$ cat src/rtl/gcd_pkg.sv
// Shared types and helpers for the K-operand GCD unit (gcd_kop / gcd_step_core).
package gcd_pkg;

  localparam int unsigned GCD_W_DEFAULT = 16;
  localparam int unsigned GCD_K_DEFAULT = 2;

  typedef enum logic [2:0] {
    WAIT_REQ = 3'd0,
    ACK_OP   = 3'd1,
    COMPUTE  = 3'd2,
    ACK_RES  = 3'd3,
    WAIT_REL = 3'd4
  } state_t;

  // True when the pair needs no further stepping: a zero operand or equal operands.
  function automatic logic gcd_term(input logic [31:0] a, input logic [31:0] b);
    return (a == 32'd0) || (b == 32'd0) || (a == b);
  endfunction

endpackage

$ cat src/rtl/gcd_step_core.sv
// A/B datapath doing one GCD step per cycle; subtract Euclid by default,
// binary (Stein) GCD with a shift count when GCD_STEIN_EN is defined.
module gcd_step_core
  import gcd_pkg::*;
#(
  parameter int unsigned W = GCD_W_DEFAULT
) (
  input  logic         clk,
  input  logic         reset,
  input  logic         start_i,
  input  logic         load_a_i,
  input  logic         load_b_i,
  input  logic [W-1:0] ab_i,
  output logic         done_c,
  output logic [W-1:0] result_c
);

  logic [W-1:0] a_q, a_d;
  logic [W-1:0] b_q, b_d;
  logic [W-1:0] base_c;

  assign done_c = gcd_term(32'(a_q), 32'(b_q));
  assign base_c = (a_q == '0) ? b_q : a_q;

`ifdef GCD_STEIN_EN
  localparam int unsigned KW = $clog2(W);

  logic [KW-1:0] k_q, k_d;

  // Common factors of two removed while stepping are restored on the way out.
  assign result_c = base_c << k_q;

  always_comb begin
    a_d = a_q;
    b_d = b_q;
    k_d = k_q;
    if (load_a_i) begin
      a_d = ab_i;
    end else if (load_b_i) begin
      b_d = ab_i;
      k_d = '0;
    end else if (start_i) begin
      if (done_c) begin
        a_d = result_c;
      end else if (!a_q[0] && !b_q[0]) begin
        a_d = a_q >> 1;
        b_d = b_q >> 1;
        k_d = k_q + KW'(1);
      end else if (!a_q[0]) begin
        a_d = a_q >> 1;
      end else if (!b_q[0]) begin
        b_d = b_q >> 1;
      end else if (a_q > b_q) begin
        a_d = (a_q - b_q) >> 1;
      end else begin
        b_d = (b_q - a_q) >> 1;
      end
    end
  end

  always_ff @(posedge clk) begin
    if (!reset) begin
      a_q <= '0;
      b_q <= '0;
      k_q <= '0;
    end else begin
      a_q <= a_d;
      b_q <= b_d;
      k_q <= k_d;
    end
  end
`else
  assign result_c = base_c;

  always_comb begin
    a_d = a_q;
    b_d = b_q;
    if (load_a_i) begin
      a_d = ab_i;
    end else if (load_b_i) begin
      b_d = ab_i;
    end else if (start_i) begin
      if (done_c) begin
        a_d = result_c;
      end else if (a_q > b_q) begin
        a_d = a_q - b_q;
      end else begin
        b_d = b_q - a_q;
      end
    end
  end

  always_ff @(posedge clk) begin
    if (!reset) begin
      a_q <= '0;
      b_q <= '0;
    end else begin
      a_q <= a_d;
      b_q <= b_d;
    end
  end
`endif

endmodule

$ cat src/rtl/gcd_kop.sv
// K-operand GCD over a 4-phase req/ack operand bus; folds each operand into a
// running result C. GCD_STEIN_EN selects the binary-GCD step datapath.
module gcd_kop
  import gcd_pkg::*;
#(
  parameter int unsigned W = GCD_W_DEFAULT,
  parameter int unsigned K = GCD_K_DEFAULT
) (
  input  logic         clk,
  input  logic         reset,
  input  logic         req,
  input  logic [W-1:0] AB,
  output logic         ack,
  output logic [W-1:0] C
);

  localparam int unsigned CW = (K > 1) ? $clog2(K) : 1;

  state_t        state_q, state_d;
  logic [CW-1:0] cnt_q, cnt_d;
  logic          ack_q, ack_d;
  logic [W-1:0]  c_q, c_d;
  logic          start_c, load_a_c, load_b_c, done_c, last_c;
  logic [W-1:0]  result_c;

  assign last_c = (cnt_q == CW'(K - 1));
  assign ack    = ack_q;
  assign C      = c_q;

  gcd_step_core #(.W(W)) u_core (
    .clk      (clk),
    .reset    (reset),
    .start_i  (start_c),
    .load_a_i (load_a_c),
    .load_b_i (load_b_c),
    .ab_i     (AB),
    .done_c   (done_c),
    .result_c (result_c)
  );

  // State register
  always_ff @(posedge clk) begin
    if (!reset) state_q <= WAIT_REQ;
    else        state_q <= state_d;
  end

  // Next-state logic; COMPUTE ignores req so an early release still completes.
  always_comb begin
    state_d = state_q;
    case (state_q)
      WAIT_REQ: if (req) state_d = (cnt_q == '0) ? ACK_OP : COMPUTE;
      ACK_OP:   state_d = WAIT_REL;
      COMPUTE:  if (done_c) state_d = WAIT_REL;
      WAIT_REL: if (!req) state_d = WAIT_REQ;
      default:  state_d = WAIT_REQ;
    endcase
  end

  // Output / datapath control
  always_comb begin
    ack_d    = ack_q;
    c_d      = c_q;
    cnt_d    = cnt_q;
    start_c  = 1'b0;
    load_a_c = 1'b0;
    load_b_c = 1'b0;
    case (state_q)
      WAIT_REQ: begin
        if (req) begin
          load_a_c = (cnt_q == '0);
          load_b_c = (cnt_q != '0);
        end
      end
      ACK_OP: ack_d = 1'b1;
      COMPUTE: begin
        start_c = 1'b1;
        if (done_c) begin
          c_d   = result_c;
          ack_d = 1'b1;
        end
      end
      WAIT_REL: begin
        if (!req) begin
          ack_d = 1'b0;
          cnt_d = last_c ? '0 : cnt_q + CW'(1);
        end
      end
      default: ack_d = 1'b0;
    endcase
  end

  // Registered outputs and operand index
  always_ff @(posedge clk) begin
    if (!reset) begin
      ack_q <= 1'b0;
      c_q   <= '0;
      cnt_q <= '0;
    end else begin
      ack_q <= ack_d;
      c_q   <= c_d;
      cnt_q <= cnt_d;
    end
  end

endmodule

$ cat config.mk
export PLATFORM = sky130hd
export DESIGN_NAME = gcd_kop
export DESIGN_NICKNAME = d
export VERILOG_FILES = /design/src/rtl/gcd_pkg.sv /design/src/rtl/gcd_step_core.sv /design/src/rtl/gcd_kop.sv
export SDC_FILE = /design/constraint.sdc
export NUM_CORES = 1
export LEC_CHECK = 0
export ABC_AREA = 0
export BUFFER_PORTS_ARGS = -buffer_cell sky130_fd_sc_hd__buf_2
export CAP_MARGIN = 0
export CORE_MARGIN = 2
export CORE_UTILIZATION = 25
export DETAILED_ROUTE_END_ITERATION = 8
export GPL_ROUTABILITY_DRIVEN = 0
export GPL_TIMING_DRIVEN = 0
export PLACE_DENSITY = 0.47
export SKIP_LAST_GASP = 1
export SYNTH_ARGS = -nofsm -noshare
export SYNTH_HDL_FRONTEND = slang
export SYNTH_SLANG_ARGS = --single-unit
$ cat constraint.sdc
create_clock -name clk -period 6.8 [get_ports clk]
set_input_delay 1.36 -clock clk [delete_from_list [all_inputs] [get_ports clk]]
set_output_delay 1.36 -clock clk [all_outputs]
set_load 0.05 [all_outputs]
Word level (Yosys, flattened, before mapping)
Index checks and enable logic that the tools add are counted.

Add/subtract/negate cells: 3. $lt $le $gt $ge: 1. Equal/unequal tests: 10. Mux-type cells: 24. Bitwise gates (word level): 4. Reductions and logical operators: 14.

Operator list (count): 16-bit two-way mux (10); 16-bit zero test (2); 16-bit subtractor (2); 16-bit equality test (1); 16-bit > comparator (1); 2-bit inequality test, second input constant (6); 3-bit one-hot mux with 4 select lines (1); 3-bit two-way mux (3); 3-bit AND reduction (3); 1-bit two-way mux (8); 1-bit inverter (4); 1-bit one-hot mux with 4 select lines (1); 2-bit AND reduction (2); 4-bit AND reduction (1); 2-bit nonzero test (2); 3-bit by 1-bit equality test with 1-bit output, second input constant (1); 3-bit by 2-bit equality test with 1-bit output, second input constant (1); 3-bit equality test, second input constant (1); 3-bit zero test (1); 3-bit nonzero test (1); 1-bit logical OR (2); 2-bit two-way mux (1); 1-bit adder, second input constant (1).

Register bits after elaboration: 53. Logic and storage cells: 62.

Depth between registers and ports, before layout
Depth after elaboration: 7. Depth in mapped cells: 12.

Modules after synthesis
From an unflattened synthesis, not the netlist that was laid out.

Cell total of the unflattened synthesis: 573. Area, all modules: 4495.6 sq um.

Modules (own cells, without submodules): gcd_step_core (instances 1, cells each 476, area each 3542.1 sq um); gcd_kop (instances 1, cells each 97, area each 953.4 sq um).

Worst setup path after synthesis
OpenSTA, ideal clock, no wires.

Kind: reg2reg. Start: register u_core.b_q[8]. End: register u_core.a_q[14]. Setup time: 117 ps. Arrival time: 2508 ps. Slack: 4175 ps. Stages on the path, launching flop included: 13. Buffers on the path: 2. Path through: dfxtp_1 -> inv_1 -> ha_1 -> buf_6 -> nand4_4 -> or4_4 -> o211ai_4 -> a211oi_2 -> a21oi_2 -> or2_4 -> buf_8 -> o21ai_2 -> a32o_1.

Word-level cells in the longest chain between the ends: 7. Elaborated cells on any way between the ends: 13.

Ends and longest elaborated chain: start: declaration (line gcd_step_core.sv:19) `logic [W-1:0] b_q, b_d;`; start signal: assignment (line gcd_step_core.sv:96) `b_q <= '0;`; start signal: assignment (line gcd_step_core.sv:99) `b_q <= b_d;`; branches (longest 7 deep; another with 16-bit subtractor); end signal: assignment (line gcd_step_core.sv:95) `a_q <= '0;`; end signal: assignment (line gcd_step_core.sv:98) `a_q <= a_d;`; end: declaration (line gcd_step_core.sv:18) `logic [W-1:0] a_q, a_d;`.

Several ways; the timed one is not identified. The select of a mux whose other input is x is not followed. A chain may end at the register's enable or synchronous reset.

Worst setup path after layout
Start: input port req. End: register u_core.a_q[11].

Word-level cells in the longest chain between the ends: 4. Elaborated cells on any way between the ends: 9.

Ends and longest elaborated chain: start: declaration (line gcd_kop.sv:11) `input logic req,`; 1-bit two-way mux (line gcd_kop.sv:69) `if (req) begin`; 1-bit two-way mux (line gcd_kop.sv:67) `case (state_q)`; 2-bit inequality test (no line), or another cell as far along; 3-bit AND reduction (no line).

Several ways; a longest one is shown, not always the timed one.

==> results.tsv <==
metric	value	unit
synth-seq-cells	53	
min_path_type	register to register	
path_clk_slew	80	ps
timing.final.ws_setup	3450	ps
syn_nets	582	
dp_hpwl	11.3	mm
areaGrowthSynthToFinish	14.4	%
routedWlPerCell	19.4	um
path_class	input pin to register	
cp_cell_sequence	buf_2, nand2_1, nor3_1, clkbuf_1, nand2_1, a31oi_1	
hold_path.startpoint	C[2]$_SDFFE_PN0P_	
dieHeight	132	um
first_global_vias	4094	
crit_buf_inv	2	
final_common_cell	a21oi_1	
async_flop_share	0	%
cts_resized	0	
grt_pass1_wl	23.9	mm
slew_viol_final	0	
endpoint_kind	register	
dr.pass1.iters	5	
tns	0	ps
drc	0	
finClkSkew	10.7	ps
grt_max_degree	19	
ys_types	61	
gr-total-overflow	0	
nFillCells	1746	
fp-row-count	46	
die_w	132	um
grt_use_total	17.7	%
cp_max_fo	10	
ys_seq_area_share	25.8	%
setup_viol	0	
io_buffers	34	
timing.rr.start	u_core.b_q[14]$_SDFFE_PN0P_	
die_area	0.0175	mm2
synth_cells	530	
worst_hold_slack	494	ps
drive_gt1_share	12.9	%
layout_min_cycle_time	3350	ps
root_buffer	clkbuf_16	
status	finished, final reports clean	
crit_family	simple AND/OR/NAND/NOR gates	
crit_start	req	
cellPowerDensity	253	mW/mm2
post-route-period-util	49.2	%
cts_hold_buf	0	
yosys_warnings	0	
final_nets	623	
dpl_worst_slack	3220	ps
cap_violations	0	
hold_viol	0	
slew_headroom	14.2	%
cts_sinks	53	
synth_edf_count	0	
worst_setup_path_start_kind	input pin	
max_clock_freq	299	MHz
start_util	25.8	%
p_leak	2.03	nW
routed_wl	15.3	mm
ir_worst_vdd	108	uV
coreArea	0.0159	mm2
cp.required	7040	ps
antenna_found_initial	0	
io_pins	36	
mostFrequentLayoutCells	63 x a21oi_1, 53 x dfxtp_1, 48 x o21ai_0	
vias	4109	
cts_buffers	5	
cp.arrival	3590	ps
ant_nets	0	
detail_route.iter0.violations	271	
syn_area	0.00411	mm2
cts_tree	done	
htreeDepth	2	
rsz0062_at_grt	false	
worst_pin_slew	1280	ps
synth_ff_type	dfxtp_1	
crit_slowest_cell	nor3_1	
synth.avg_cell_area	7.75	um2
clkLatencyLatePin	310	ps
diodes	0	
cts_buffer_depth	2	
avgViaCountPerCell	5.21	
slowest_delay	970	ps
path_common_cell	nand2_1	
post-cts-setup-buffers	0	
Yosys cell counts (all sizes together) (9+ instances only):
library cell | instances | area (um2)
a31oi | 13 | 81.3
ha | 31 | 388
a21o | 9 | 67.6
o211a | 17 | 170
dfxtp | 53 | 1060
a21oi | 65 | 333
inv | 37 | 139
xnor2 | 17 | 149
clkbuf | 22 | 83.8
o211ai | 16 | 134
buf | 17 | 136
nor2 | 33 | 126
o21ai | 59 | 299
nand2 | 35 | 131
final cells by class:
type | instances | area [um2] | area share [%]
Clock buffer | 5 | 125 | 2.66
Inverter | 37 | 139 | 2.96
Timing Repair Buffer | 34 | 170 | 3.62
Buffer | 39 | 220 | 4.69
Multi-Input combinational cell | 401 | 2690 | 57.2
Tap cell | 216 | 270 | 5.75
Clock inverter | 3 | 26.3 | 0.559
Sequential cell | 53 | 1060 | 22.6
state kept, by name (all words and copies together) (netlist names):
name,cells
state_q,3
ack,1
cnt_q,1
u_core.a_q,16
C,16
u_core.b_q,16
final timing paths:
check,to,slack (ps),cells after the start
worst max-delay path,u_core.a_q[11]$_SDFFE_PN0P_,3450,6
worst min-delay path,C[2]$_SDFFE_PN0P_,490,1
worst max register to register,u_core.b_q[1]$_SDFFE_PN0P_,3570,11
worst min register to register,C[2]$_SDFFE_PN0P_,490,1
stage by stage:
stage          util, %  std cells  area [um2]  total power, W
3_5_place_dp      28.5        780        4550        0.000909
6_report          29.5        788        4700         0.00119
5_1_grt           29.5        788        4700         0.00126
3_3_place_gp      28.5        780        4550        0.000909
2_1_floorplan        -        530        4110        0.000762
4_1_cts           29.5        788        4700         0.00119
power by group:
part / leakage, nW / internal, W / total [W] / switching, W
combinational: 1.53 / 0.000215 / 0.000560 / 0.000345
clock: 0.0744 / 0.000140 / 0.000274 / 0.000134
sequential: 0.431 / 0.000329 / 0.000355 / 0.0000260
total: 2.03 / 0.000684 / 0.00119 / 0.000505
routing by layer:
metal | vias to the layer above | track usage, % | wire [um] | part of all wire (%)
li1 | 1995 | - | - | -
met1 | 1968 | 23.8 | 7040 | 46
met2 | 115 | 28.5 | 6980 | 46
met3 | 31 | 2.96 | 811 | 5.3
met4 | 0 | 6.82 | 471 | 3.1
met5 | - | 0 | 0 | 0
kinds of logic after synthesis:
kind of cell,after synthesis,share of synthesized area (%)
AOI/OAI and AO/OA,213,33.4
and+or+nand+nor,126,15.3
xor gates and xnor gates,25,5.33
adders and majority gates,33,10.4
muxes,4,0.975
DFF,53,25.8
buffers and inverters,76,8.74
No activity file was read; power rests on OpenSTA's default activity.
